### src/rtl/ntt_masked_bfu_unmask_out.sv
// Output stage of the masked GS/PWM butterfly: tracks in-flight operations with a tag
// pipeline, unmasks and reduces the results mod Q, and buffers them behind credit-based flow control.
module ntt_masked_bfu_unmask_out #(
  parameter int WIDTH           = 46,
  parameter int REG_SIZE        = 23,
  parameter int Q               = 8380417,
  parameter int GS_LATENCY      = 264,
  parameter int PWM_LATENCY     = 210,
  parameter int PWM_ACC_LATENCY = 263,
  parameter int FIFO_DEPTH      = 4
) (
  input  logic                      clk,
  input  logic                      reset_n,
  input  logic                      zeroize,
  input  logic                      issue_i,
  input  logic                      pwm_i,
  input  logic                      accumulate_i,
  input  logic [WIDTH-1:0][1:0]     u_i,
  input  logic [WIDTH-1:0][1:0]     v_i,
  output logic                      in_ready_o,
  output logic                      out_valid_o,
  input  logic                      out_ready_i,
  output logic [REG_SIZE-1:0]       u_o,
  output logic [REG_SIZE-1:0]       v_o,
  output logic                      err_o
);

  localparam int PTR_W = (FIFO_DEPTH > 1) ? $clog2(FIFO_DEPTH) : 1;
  localparam int CNT_W = $clog2(FIFO_DEPTH + 1);
  localparam logic [WIDTH-1:0] Q_W  = WIDTH'(Q);
  localparam logic [WIDTH-1:0] Q2_W = WIDTH'(2 * Q);
  localparam logic [CNT_W-1:0] DEPTH_C = CNT_W'(FIFO_DEPTH);

  typedef enum logic [1:0] {
    KIND_GS      = 2'd0,
    KIND_PWM     = 2'd1,
    KIND_PWM_ACC = 2'd2
  } kind_e;

  typedef struct packed {
    logic  valid;
    kind_e kind;
  } tag_t;

  typedef struct packed {
    logic [REG_SIZE-1:0] u;
    logic [REG_SIZE-1:0] v;
  } coef_pair_t;

  // Inputs carry one bit of each share per element; split them and add mod 2^WIDTH.
  function automatic logic [WIDTH-1:0] recombine(input logic [WIDTH-1:0][1:0] sh);
    logic [WIDTH-1:0] s0;
    logic [WIDTH-1:0] s1;
    for (int i = 0; i < WIDTH; i++) begin
      s0[i] = sh[i][0];
      s1[i] = sh[i][1];
    end
    return s0 + s1;
  endfunction

  // Returns {out_of_range, coefficient}; a single conditional subtract covers [0, 2Q).
  function automatic logic [REG_SIZE:0] reduce(input logic [WIDTH-1:0] x);
    if (x < Q_W)       return {1'b0, REG_SIZE'(x)};
    else if (x < Q2_W) return {1'b0, REG_SIZE'(x - Q_W)};
    else               return {1'b1, {REG_SIZE{1'b0}}};
  endfunction

  function automatic logic [PTR_W-1:0] ptr_inc(input logic [PTR_W-1:0] p);
    return (p == PTR_W'(FIFO_DEPTH - 1)) ? '0 : p + 1'b1;
  endfunction

  tag_t [GS_LATENCY-1:0] tag_q;
  tag_t                  new_tag;
  tag_t                  tap_gs, tap_pwm, tap_acc;
  logic                  due_gs, due_pwm, due_acc, any_due, collision;
  logic                  issue_ok, issue_reject;
  logic [REG_SIZE:0]     u_red, v_red;

  logic                  cap_valid_q;
  coef_pair_t            cap_q;

  coef_pair_t            mem_q [FIFO_DEPTH];
  logic [PTR_W-1:0]      wr_ptr_q, rd_ptr_q;
  logic [CNT_W-1:0]      occ_q, cnt_q;
  logic                  fifo_full, pop, push_ok, push_drop;
  logic                  err_q, err_set;

  assign in_ready_o   = (cnt_q < DEPTH_C);
  assign issue_ok     = issue_i & in_ready_o;
  assign issue_reject = issue_i & ~in_ready_o;

  // NOTE: every signal assigned here gets a value on every path (defaults first), so no latch is inferred.
  always_comb begin
    new_tag       = '0;
    new_tag.valid = issue_ok;
    if (pwm_i) new_tag.kind = accumulate_i ? KIND_PWM_ACC : KIND_PWM;
    else       new_tag.kind = KIND_GS;
  end

  // Stage k holds a tag issued k+1 edges ago, so stage L-1 is due on the L-th edge.
  assign tap_gs    = tag_q[GS_LATENCY-1];
  assign tap_pwm   = tag_q[PWM_LATENCY-1];
  assign tap_acc   = tag_q[PWM_ACC_LATENCY-1];
  assign due_gs    = tap_gs.valid  && (tap_gs.kind  == KIND_GS);
  assign due_pwm   = tap_pwm.valid && (tap_pwm.kind == KIND_PWM);
  assign due_acc   = tap_acc.valid && (tap_acc.kind == KIND_PWM_ACC);
  assign any_due   = due_gs | due_pwm | due_acc;
  assign collision = (due_gs & due_pwm) | (due_gs & due_acc) | (due_pwm & due_acc);

  assign u_red = reduce(recombine(u_i));
  assign v_red = reduce(recombine(v_i));

  // NOTE: nonblocking assignment, so each stage takes its neighbour's pre-edge value.
  always_ff @(posedge clk or negedge reset_n) begin
    if (!reset_n)     tag_q <= '0;
    else if (zeroize) tag_q <= '0;
    else              tag_q <= {tag_q[GS_LATENCY-2:0], new_tag};
  end

  // Colliding taps all see the same butterfly output, so one capture serves them all.
  always_ff @(posedge clk or negedge reset_n) begin
    if (!reset_n) begin
      cap_valid_q <= 1'b0;
      cap_q       <= '0;
    end else if (zeroize) begin
      cap_valid_q <= 1'b0;
      cap_q       <= '0;
    end else begin
      cap_valid_q <= any_due;
      if (any_due) begin
        cap_q.u <= u_red[REG_SIZE-1:0];
        cap_q.v <= v_red[REG_SIZE-1:0];
      end
    end
  end

  assign fifo_full = (occ_q == DEPTH_C);
  assign pop       = out_valid_o & out_ready_i;
  assign push_ok   = cap_valid_q & (~fifo_full | pop);
  assign push_drop = cap_valid_q & fifo_full & ~pop;

  // NOTE: the storage is reset too, so the head outputs read zero after reset or zeroize.
  always_ff @(posedge clk or negedge reset_n) begin
    if (!reset_n) begin
      for (int i = 0; i < FIFO_DEPTH; i++) mem_q[i] <= '0;
      wr_ptr_q <= '0;
      rd_ptr_q <= '0;
      occ_q    <= '0;
    end else if (zeroize) begin
      for (int i = 0; i < FIFO_DEPTH; i++) mem_q[i] <= '0;
      wr_ptr_q <= '0;
      rd_ptr_q <= '0;
      occ_q    <= '0;
    end else begin
      if (push_ok) begin
        mem_q[wr_ptr_q] <= cap_q;
        wr_ptr_q        <= ptr_inc(wr_ptr_q);
      end
      if (pop) rd_ptr_q <= ptr_inc(rd_ptr_q);
      case ({push_ok, pop})
        2'b10:   occ_q <= occ_q + 1'b1;
        2'b01:   occ_q <= occ_q - 1'b1;
        default: occ_q <= occ_q;
      endcase
    end
  end

  always_ff @(posedge clk or negedge reset_n) begin
    if (!reset_n) begin
      cnt_q <= '0;
    end else if (zeroize) begin
      cnt_q <= '0;
    end else begin
      case ({issue_ok, pop})
        2'b10:   cnt_q <= cnt_q + 1'b1;
        2'b01:   cnt_q <= (cnt_q != '0) ? cnt_q - 1'b1 : cnt_q;
        default: cnt_q <= cnt_q;
      endcase
    end
  end

  assign err_set = issue_reject | push_drop
                 | (any_due & (collision | u_red[REG_SIZE] | v_red[REG_SIZE]));

  always_ff @(posedge clk or negedge reset_n) begin
    if (!reset_n)     err_q <= 1'b0;
    else if (zeroize) err_q <= 1'b0;
    else if (err_set) err_q <= 1'b1;
  end

  assign out_valid_o = (occ_q != '0);
  assign u_o         = mem_q[rd_ptr_q].u;
  assign v_o         = mem_q[rd_ptr_q].v;
  assign err_o       = err_q;

endmodule

### config.mk
export PLATFORM = sky130hd
export DESIGN_NAME = ntt_masked_bfu_unmask_out
export DESIGN_NICKNAME = d
export VERILOG_FILES = /design/src/rtl/ntt_masked_bfu_unmask_out.sv
export SDC_FILE = /design/constraint.sdc
export NUM_CORES = 1
export LEC_CHECK = 0
export ABC_CLOCK_PERIOD_IN_PS = 3400
export CAP_MARGIN = 20
export CORE_ASPECT_RATIO = 1.4
export CORE_MARGIN = 1.5
export CORE_UTILIZATION = 50
export DETAILED_ROUTE_END_ITERATION = 8
export PLACE_DENSITY = 0.69
export SETUP_SLACK_MARGIN = 0.5
export SYNTH_ARGS = -nofsm -noshare
export SYNTH_HDL_FRONTEND = slang
export SYNTH_SLANG_ARGS = --single-unit
### constraint.sdc
create_clock -name clk -period 3.4 [get_ports clk]
set_input_delay 0.68 -clock clk [delete_from_list [all_inputs] [get_ports clk]]
set_output_delay 0.68 -clock clk [all_outputs]
set_load 0.1 [all_outputs]
==> results of run 1 <==
[cells in the mapped netlist, drive strengths merged (8+ instances only)]
| master | count |
|---|---|
| a21oi | 276 |
| and4 | 11 |
| buf | 22 |
| a211oi | 19 |
| a21o | 23 |
| nand4 | 43 |
| a2111oi | 13 |
| nor2 | 128 |
| and3 | 14 |
| and2 | 18 |
| a22o | 50 |
| a22oi | 8 |
| a31oi | 14 |
| mux4 | 46 |
| xnor2 | 62 |
| ha | 96 |
| o21ai | 126 |
| clkbuf | 199 |
| nand3 | 37 |
| nor2b | 794 |
| a221oi | 8 |
| or3 | 14 |
| nor3 | 46 |
| dfrtp | 1034 |
| inv | 36 |
| o221ai | 8 |
| xor2 | 31 |
| o211ai | 21 |
| mux2i | 11 |
| o2111ai | 8 |
| nor4 | 18 |
| nand2 | 466 |
| o21bai | 12 |
| o21a | 14 |
[worst reg2reg max path: stages (launching register included)]
cell and delay, ns:
dfrtp_1 0.41, nor4b_1 0.17, nor2b_1 0.79, and2_2 0.31, buf_12 0.28, nand2_1 0.14, a21oi_1 0.21
[flip-flops by register name, summed over array words and instances (netlist names)]
name	flops
occ_q	3
tag_q	792
cap_valid_q	1
wr_ptr_q	2
err_o	1
rd_ptr_q	2
mem_q	184
cap_q	46
cnt_q	3
[final cells by class]
class                   instances  area [um2]
fillers                      6393       28100
flip-flops and latches       1034       25900
multi-input cells            2570       18900
repair buffers                927        8510
clock buffers                 135        2660
well taps                    1096        1370
clock inverters                26         260
inverters                      36         135
[worst max path at each step]
stage	depth (start not counted)	slack, ns	endpoint	start
4_1_cts	17	-0.37	cap_q[38]	u_i[0]
5_1_grt	16	-0.61	cap_q[31]	u_i[26]
3_5_place_dp	17	-1.34	cap_q[14]	v_i[0]
3_3_place_gp	16	-1.32	cap_q[14]	v_i[2]
6_report	16	-0.52	cap_q[31]	u_i[26]
2_1_floorplan	14	-0.69	cap_q[40]	u_i[6]
[stage by stage]
step / total power [mW] / cells / hold slack [ns] / worst slack, ns / utilization [%]
2_1_floorplan: 14.3 / 3859 / 0.384 / -0.686 / -
3_3_place_gp: 16.3 / 5542 / 0.442 / -1.32 / 59.8
3_5_place_dp: 16.3 / 5542 / 0.447 / -1.34 / 59.8
4_1_cts: 26.8 / 5794 / 0.0480 / -0.372 / 66.5
5_1_grt: 27.8 / 5824 / 0.0590 / -0.607 / 67.2
6_report: 26.8 / 5824 / 0.0470 / -0.519 / 67.2
[where the power goes]
| part | internal (mW) | switching (mW) | total [mW] | leakage, nW |
|---|---|---|---|---|
| Combinational | 2.07 | 2.32 | 4.39 | 10.9 |
| Clock | 5.71 | 4.33 | 10.0 | 1.44 |
| Sequential | 12.3 | 0.0163 | 12.3 | 14.4 |
[kinds of logic (layout without fill, tap and decap cells)]
logic type      after synthesis  after routing  synth area share [%]
mux                          60             60                  2.72
flops                      1034           1034                  59.6
xor+xnor                     93             93                  1.88
buf+inv                     257           1124                  2.30
compound gates              677            677                  10.1
fa+ha+maj                   101            101                  2.97
simple gates               1637           1639                  20.4
[timing repair]
item | 4_1_cts | 5_1_grt
resized for setup | 541 | 117
cloned | 10 | 1
endpoints found under the setup margin | 90 | 79
setup buffers | 81 | 29
pin swaps | 154 | 109
[per-layer routing]
layer	vias to the layer above	track usage [%]	wire length (um)
li1	14600	-	-
met1	15600	31.7	45000
met2	824	42.3	54500
met3	263	3.30	4730
met4	0	11.0	5010
met5	-	0	0
==> flow_summary_export.csv, run 1 <==
group,metric,value,unit
final_layout,most-common-layout-cells,"1,032 x dfrtp_1, 793 x nor2b_1, 617 x buf_4, 449 x nand2_1, 225 x a21oi_1",
clocking,clk_pin_slew,0.07,ns
clocking,h-tree-depth,3,
grt,antenna_found_initial,0,
pwr,p_leak,26.8,nW
clocking,cts_buffers,88,
critical_path,r2r_setup_slack,1.00,ns
critical_path,critPathKind,"in2reg",
routing,drcViolationCount,0,
routing,avgRoutedWirePerCell,18.7,um
routing,drtAntennaViolNets,0,
sta,maxSlewHeadroom,32.9,%
die,die_w,252,um
die,dieHeight,352,um
logic_synthesis,synthFlopType,"dfrtp_1",
clocking,clockBufferDepth,3,
min_path,hp-class,"in2async",
critical_path,cp-end-kind,"flop",
clocking,cts-root-buf,"clkbuf_16",
routing,dr.pass1.iters,5,
routing,routed_wl,109000,um
placement,dpl_cell_area,0.0513,mm2
routing,vias,31400,
die,io_pins,240,
sta,rsz0062_at_grt,"yes",
critical_path,slowest_delay,0.52,ns
pwr,powerDensity,464,mW/mm2
critical_path,startpoint_type,"input port",
sta,setup_tns,-16.82,ns
logic_synthesis,synth_cells,3859,
logic_synthesis,synth_area,0.0434,mm2
placement,io_buffers,239,
grt,grt_pass1_wl,175000,um
logic_synthesis,synth.largest_area_cell,"dfrtp_1",
clocking,cts_sinks,1034,
logic_synthesis,ys_seq_elements,1034,
sta,skew,0.0115,ns
die,core_area,0.0858,mm2
logic_synthesis,syn_nets,4150,
sta,min_period_over_period,115,%
status,violations,"negative setup slack",
logic_synthesis,ys_seq_area_share,59.6,%
die,num_rows,127,
logic_synthesis,synth_top_area_share,59.6,%
critical_path,cp_common_cell,"o21ai_1",
routing,drt_iter0_markers,2012,
sta,worst_pin_slew,1.01,ns
critical_path,rr_worst_depth,6,
grt,grt_overflow,0,
critical_path,crit_fanout,5,
clocking,cts_tree,"built",
sta,period_minus_slack,3.92,ns
grt,grt_use_total,24.8,%
routing,via_per_inst,5.39,
final_layout,stdcell_area,0.0577,mm2
clocking,postCtsHoldBufs,0,
grt,grt_max_degree,212,
critical_path,crit_buf_inv,3,
final_layout,final_common_cell,"dfrtp_1",
grt,first_global_vias,32500,
critical_path,worst_ep_required_time,3.92,ns
critical_path,rr_endpoint,"mem_q[48]",
logic_synthesis,syn_avg_cell_area,11.2,um2
die,die_area,0.0886,mm2
sta,layout_setup_ws,-0.519,ns
sta,hold_viol,0,
logic_synthesis,ys_top_cells_by_area,"dfrtp_1 60%, nor2b_1 11%, nand2_1 4.0%, a21oi_1 3.2%, ha_1 2.8%",
sta,setup_viol,47,
placement,dp_hpwl,70700,um
die,initial_core_util,50.6,%
logic_synthesis,synth-edff-count,0,
pwr,ir_drop,0.000360,V
sta,final-max-slew-violation-count,0,
clocking,worstSkewPairLatency,0.64,ns
critical_path,r2r-start,"occ_q[2]",
critical_path,crit_slowest_cell,"or4b_4",
logic_synthesis,async_flop_share,100,%
logic_synthesis,synth.distinct_cells,101,
logic_synthesis,ys_warn_count,0,
final_layout,area_growth_syn_to_layout,32.9,%
critical_path,path_delay_family,"compound AO/OA/AOI/OAI gates",
final_layout,fin_nets,4948,
critical_path,arrival,4.44,ns
job,drv_cap,0,
status,status,"finished, violations left",
critical_path,crit_chain,"dlygate4sd2_1 -> ha_4 -> a21oi_1 -> o21ai_1 -> a22o_1 -> a221o_1 -> or4b_4 -> and4bb_2 -> nand4b_4 -> o41ai_4 -> nor3_4 -> buf_6 -> buf_16 -> nor4b_4 -> xor2_1 -> o21ai_1",
final_layout,drive_gt1_share,27.1,%
final_layout,antenna_cells,0,
placement,gp_congestion,0.945,
sta,max_freq,255,MHz
Power figures use the tool's default switching activity.
==> inputs of run 2 (changes only) <==
- GPL_TIMING_DRIVEN: not set -> 0
==> flow_summary_export.csv, run 2 (synthesis gave the netlist of run 1 again) <==
group,metric,value,unit
critical_path,worst_ep_required_time,3.93,ns
sta,layout_setup_ws,-0.564,ns
critical_path,crit_slowest_cell,"or4_4",
routing,dr.pass1.iters,6,
grt,first_global_vias,31200,
final_layout,top_register,"tag_q",
status,violations,"negative setup slack",
placement,dp_hpwl,70100,um
clocking,cts_tree,"built",
sta,skew,0.0375,ns
critical_path,cp-end-kind,"flop",
clocking,clockBufferDepth,3,
final_layout,n_fill_cell,6566,
routing,via_per_inst,5.49,
sta,max_freq,252,MHz
sta,setup_viol,47,
min_path,hp-class,"in2async",
critical_path,crit_chain,"clkdlybuf4s50_1 -> ha_4 -> nand4_1 -> nor4_2 -> a22oi_2 -> nand3_2 -> xor2_2 -> nor4_4 -> nand4_1 -> or4_4 -> nor3_4 -> buf_12 -> buf_12 -> buf_12 -> nor3b_2 -> xnor2_1 -> o21ai_1",
die,num_rows,127,
sta,final-max-slew-violation-count,0,
grt,grt_pass1_wl,169000,um
final_layout,most-common-layout-cells,"1,033 x dfrtp_1, 793 x nor2b_1, 445 x nand2_1, 211 x a21oi_1, 171 x buf_4",
routing,drtAntennaViolNets,0,
placement,io_buffers,238,
clocking,h-tree-depth,3,
sta,rsz0062_at_grt,"yes",
grt,grt_overflow,0,
clocking,cts_buffers,95,
critical_path,startpoint_type,"input port",
critical_path,crit_fanout,6,
clocking,clk_pin_slew,0.06,ns
critical_path,path_delay_family,"simple AND/OR/NAND/NOR gates",
pwr,ir_drop,0.000430,V
routing,vias,30600,
critical_path,r2r-start,"occ_q[0]",
routing,drcViolationCount,0,
final_layout,fin_nets,4695,
routing,drt_iter0_markers,2383,
clocking,cts-root-buf,"clkbuf_16",
final_layout,area_growth_syn_to_layout,28.3,%
sta,worst_pin_slew,1.12,ns
placement,placed_cells,5203,
die,initial_core_util,50.6,%
status,status,"finished, violations left",
die,dieHeight,352,um
clocking,cts_sinks,1034,
die,die_area,0.0886,mm2
final_layout,drive_gt1_share,20.4,%
grt,antenna_found_initial,6,
grt,grt_max_degree,125,
die,core_area,0.0858,mm2
critical_path,critPathLaunch,"u_i[33]",
sta,period_minus_slack,3.96,ns
pwr,powerDensity,487,mW/mm2
final_layout,top_regs,"tag_q x792, mem_q x184, cap_q x46",
critical_path,crit_buf_inv,4,
final_layout,final_cells,5571,
critical_path,slowest_delay,0.59,ns
die,die_w,252,um
critical_path,cp_common_cell,"buf_12",
placement,place_worst_setup_slack,-2.17,ns
critical_path,arrival,4.49,ns
routing,avgRoutedWirePerCell,19.1,um
sta,hold_viol,0,
final_layout,final_common_cell,"dfrtp_1",
grt,grt_use_total,24.1,%
die,io_pins,240,
sta,min_period_over_period,117,%
critical_path,critPathKind,"in2reg",
final_layout,largest_reg_flops,792,
sta,maxSlewHeadroom,25.3,%
placement,gp_congestion,0.919,
pwr,p_leak,25.3,nW
routing,routed_wl,106000,um
job,drv_cap,0,
clocking,worstSkewPairLatency,0.68,ns
run 2: area by class of cell:
type	instances	area (um2)	area share, %
Clock buffer	132	2700	4.84
Sequential cell	1034	25900	46.5
Clock inverter	35	539	0.969
Tap cell	1096	1370	2.46
Antenna cell	1	2.50	0.00449
Multi-Input combinational cell	2568	18900	34.0
Timing Repair Buffer	448	4770	8.57
Inverter	36	135	0.243
Buffer	221	1370	2.47
run 2: repair_timing:
| item | 4_1_cts | 5_1_grt |
|---|---|---|
| setup endpoints to repair | 99 | 222 |
| cloned | 5 | 4 |
| endpoints found under the hold margin | 2 | 0 |
| pin swaps | 187 | 127 |
| hold buffers | 3 | 0 |
| setup buffers | 148 | 40 |
| resized for setup | 858 | 320 |
run 2: through the flow:
stage	utilization (%)	instance area, um2	hold slack (ns)	setup TNS [ns]	total power, mW
after floorplan	-	43900	0.384	-24.47	14.3
after global placement	55.5	47600	0.442	-	15.3
after detailed placement	55.8	47900	0.447	-121.53	15.4
after CTS	63.2	54300	0.0134	-15.66	27.0
after global routing	64.9	55700	0.0311	-24.79	28.1
final	64.9	55700	0.0267	-19.15	27.1
run 2: path summary, 6_finish.rpt:
| kind | end | depth (start not counted) | slack [ns] |
|---|---|---|---|
| min in group clk | tag_q[86] | 1 | 0.44 |
| worst min-delay path | tag_q[233] | 2 | 0.03 |
| worst max register to register | mem_q[33] | 6 | 0.71 |
| worst min register to register | tag_q[86] | 1 | 0.44 |
| worst max-delay path | cap_q[30] | 17 | -0.56 |
| max in group asynchronous | tag_q[536] | 5 | 1.30 |
run 2: where the power goes:
part           switching [mW]  internal [mW]
registers              0.0175           12.3
logic                    2.24           1.54
clock network            4.65           6.34
run 2: layer usage:
layer | track usage (%) | share of wire [%] | up-vias
met4 | 11.5 | 4.8 | 6
met5 | 0 | 0.041 | -
met2 | 39.7 | 49 | 900
met3 | 3.76 | 4.7 | 312
met1 | 31.3 | 41 | 15200
li1 | - | - | 14200
==> inputs of run 3 (changes only) <==
- CORE_MARGIN: 1.5 -> not set
==> flow_summary_export.csv, run 3 (synthesis gave the netlist of run 1 again) <==
group,metric,value,unit
status,status,"finished, violations left",
status,violations,"negative setup slack",
final_layout,top_register,"tag_q",
die,io_pins,240,
pwr,ir_drop,0.000374,V
clocking,cts_sinks,1034,
final_layout,top_regs,"tag_q x792, mem_q x184, cap_q x46",
clocking,worstSkewPairLatency,0.66,ns
pwr,p_sw_share,25.2,%
final_layout,n_fill_cell,6577,
critical_path,crit_fanout,4,
sta,skew,0.0258,ns
pwr,p_int,20.3,mW
routing,avgRoutedWirePerCell,18.8,um
clocking,cts-root-buf,"clkbuf_16",
final_layout,largest_reg_flops,792,
grt,grt_pass1_wl,167000,um
sta,max_freq,254,MHz
pwr,pwr-share-seq,45.4,%
sta,period_minus_slack,3.94,ns
grt,antenna_found_initial,11,
clocking,clockBufferDepth,3,
final_layout,fin_nets,4669,
final_layout,most-common-layout-cells,"1,034 x dfrtp_1, 793 x nor2b_1, 445 x nand2_1, 213 x a21oi_1, 159 x clkbuf_1",
die,initial_core_util,50.6,%
sta,setup_tns,-18.56,ns
clocking,clk_pin_slew,0.06,ns
routing,vias,30200,
clocking,cts_tree,"built",
pwr,p_comb_share,13.7,%
critical_path,worst_ep_required_time,3.95,ns
job,drv_cap,0,
clocking,postCtsHoldBufs,0,
grt,grt_overflow,0,
final_layout,drive_gt1_share,19.5,%
critical_path,critPathKind,"in2reg",
routing,dr.pass1.iters,7,
clocking,h-tree-depth,3,
placement,gp_congestion,0.910,
grt,grt_max_degree,124,
die,core_area,0.0858,mm2
die,dieHeight,351,um
routing,drcViolationCount,0,
grt,grt_use_total,23.9,%
pwr,p_leak,25.0,nW
sta,layout_setup_ws,-0.540,ns
die,die_w,251,um
placement,dp_hpwl,69900,um
sta,final-max-slew-violation-count,0,
grt,first_global_vias,30900,
routing,drtAntennaViolNets,0,
pwr,switchingPower,6.85,mW
sta,setup_viol,47,
critical_path,startpoint_type,"input port",
routing,via_per_inst,5.45,
placement,place_worst_setup_slack,-2.14,ns
die,num_rows,127,
critical_path,cp-end-kind,"flop",
routing,routed_wl,105000,um
critical_path,rr_worst_depth,7,
sta,worst_pin_slew,1.16,ns
pwr,clkPwrFrac,40.9,%
placement,io_buffers,238,
die,die_area,0.0880,mm2
clocking,cts_buffers,94,
sta,maxSlewHeadroom,23.1,%
sta,rsz0062_at_grt,"yes",
pwr,powerDensity,492,mW/mm2
critical_path,arrival,4.49,ns
final_layout,area_growth_syn_to_layout,27.2,%
routing,drt_iter0_markers,1999,
sta,hold_viol,0,
final_layout,final_common_cell,"dfrtp_1",
min_path,hp-class,"in2async",
sta,min_period_over_period,116,%
run 3: cell count changes in the layout (fill, tap and decap cells not counted), sizes merged, moves of 3 or more:
| cell | delta |
|---|---|
| buf | -18 |
| dlymetal6s2s | -15 |
| dlygate4sd2 | -6 |
| clkbuf | -4 |
| clkdlybuf4s50 | +22 |
| clkinv | +3 |
run 3: critical path, cell delays in order:
cell and delay [ns]:
buf_6 0.10, ha_4 0.17, fa_2 0.37, a211oi_4 0.24, buf_4 0.16, o21ai_4 0.07
buf_4 0.16, a22oi_2 0.13, buf_4 0.14, a21boi_2 0.09, o21a_1 0.24, o311ai_1 0.23
nand4_1 0.17, or4_4 0.59, nor3_4 0.24, buf_6 0.16, buf_4 0.11, nor3_2 0.03
xnor2_1 0.15, a32o_1 0.24
run 3: per-layer routing:
metal	GRT usage [%]	share of wire [%]
met5	0	0.047
met4	10.5	4.2
met3	3.69	4.2
met2	39.8	49
met1	31.1	42
run 3: what timing repair did:
item / in CTS / in global routing
gates cloned: 3 / 4
buffers inserted: 128 / 40
endpoints found under the setup margin: 96 / 198
hold endpoints to repair: 0 / 0
gates resized for setup: 826 / 239
pin swaps: 156 / 108
run 3: layout make-up:
class / instances / area, um2 / share of cell area [%]
Timing Repair Buffer: 423 / 4450 / 8.06
Antenna cell: 1 / 2.50 / 0.00453
Multi-Input combinational cell: 2568 / 18800 / 34.0
Buffer: 221 / 1310 / 2.37
Sequential cell: 1034 / 25900 / 46.9
Inverter: 36 / 135 / 0.245
Clock inverter: 37 / 557 / 1.01
Tap cell: 1096 / 1370 / 2.48
Clock buffer: 136 / 2740 / 4.96
run 3: power by group through the flow:
stage	clock network (mW)	logic, mW	registers, mW
after CTS	11.4	3.38	12.3
after global placement	0	2.73	12.6
final	11.1	3.72	12.3
after detailed placement	0	2.83	12.6
after floorplan	0	1.74	12.6
after global routing	11.9	4.01	12.3
run 3: final timing paths:
path	from	slack, ns	to
setup / recovery	u_i[1]	-0.54	cap_q[45]
hold / removal	reset_n	0.05	tag_q[206]
setup reg to reg	occ_q[0]	0.74	mem_q[170]
hold reg to reg	tag_q[548]	0.44	tag_q[551]
max in group asynchronous	reset_n	1.27	mem_q[78]
min in group clk	tag_q[548]	0.44	tag_q[551]
run 3: metrics by stage:
step                      hold slack, ns  instances  util [%]  total power, mW  area, um2
after floorplan                    0.384       3859         -             14.3      43900
after global placement             0.442       5193      55.5             15.3      47600
after detailed placement           0.446       5203      55.8             15.4      47900
after CTS                         0.0692       5507      62.8             27.1      53900
after global routing               0.113       5551      64.4             28.2      55200
final                             0.0466       5552      64.4             27.2      55200
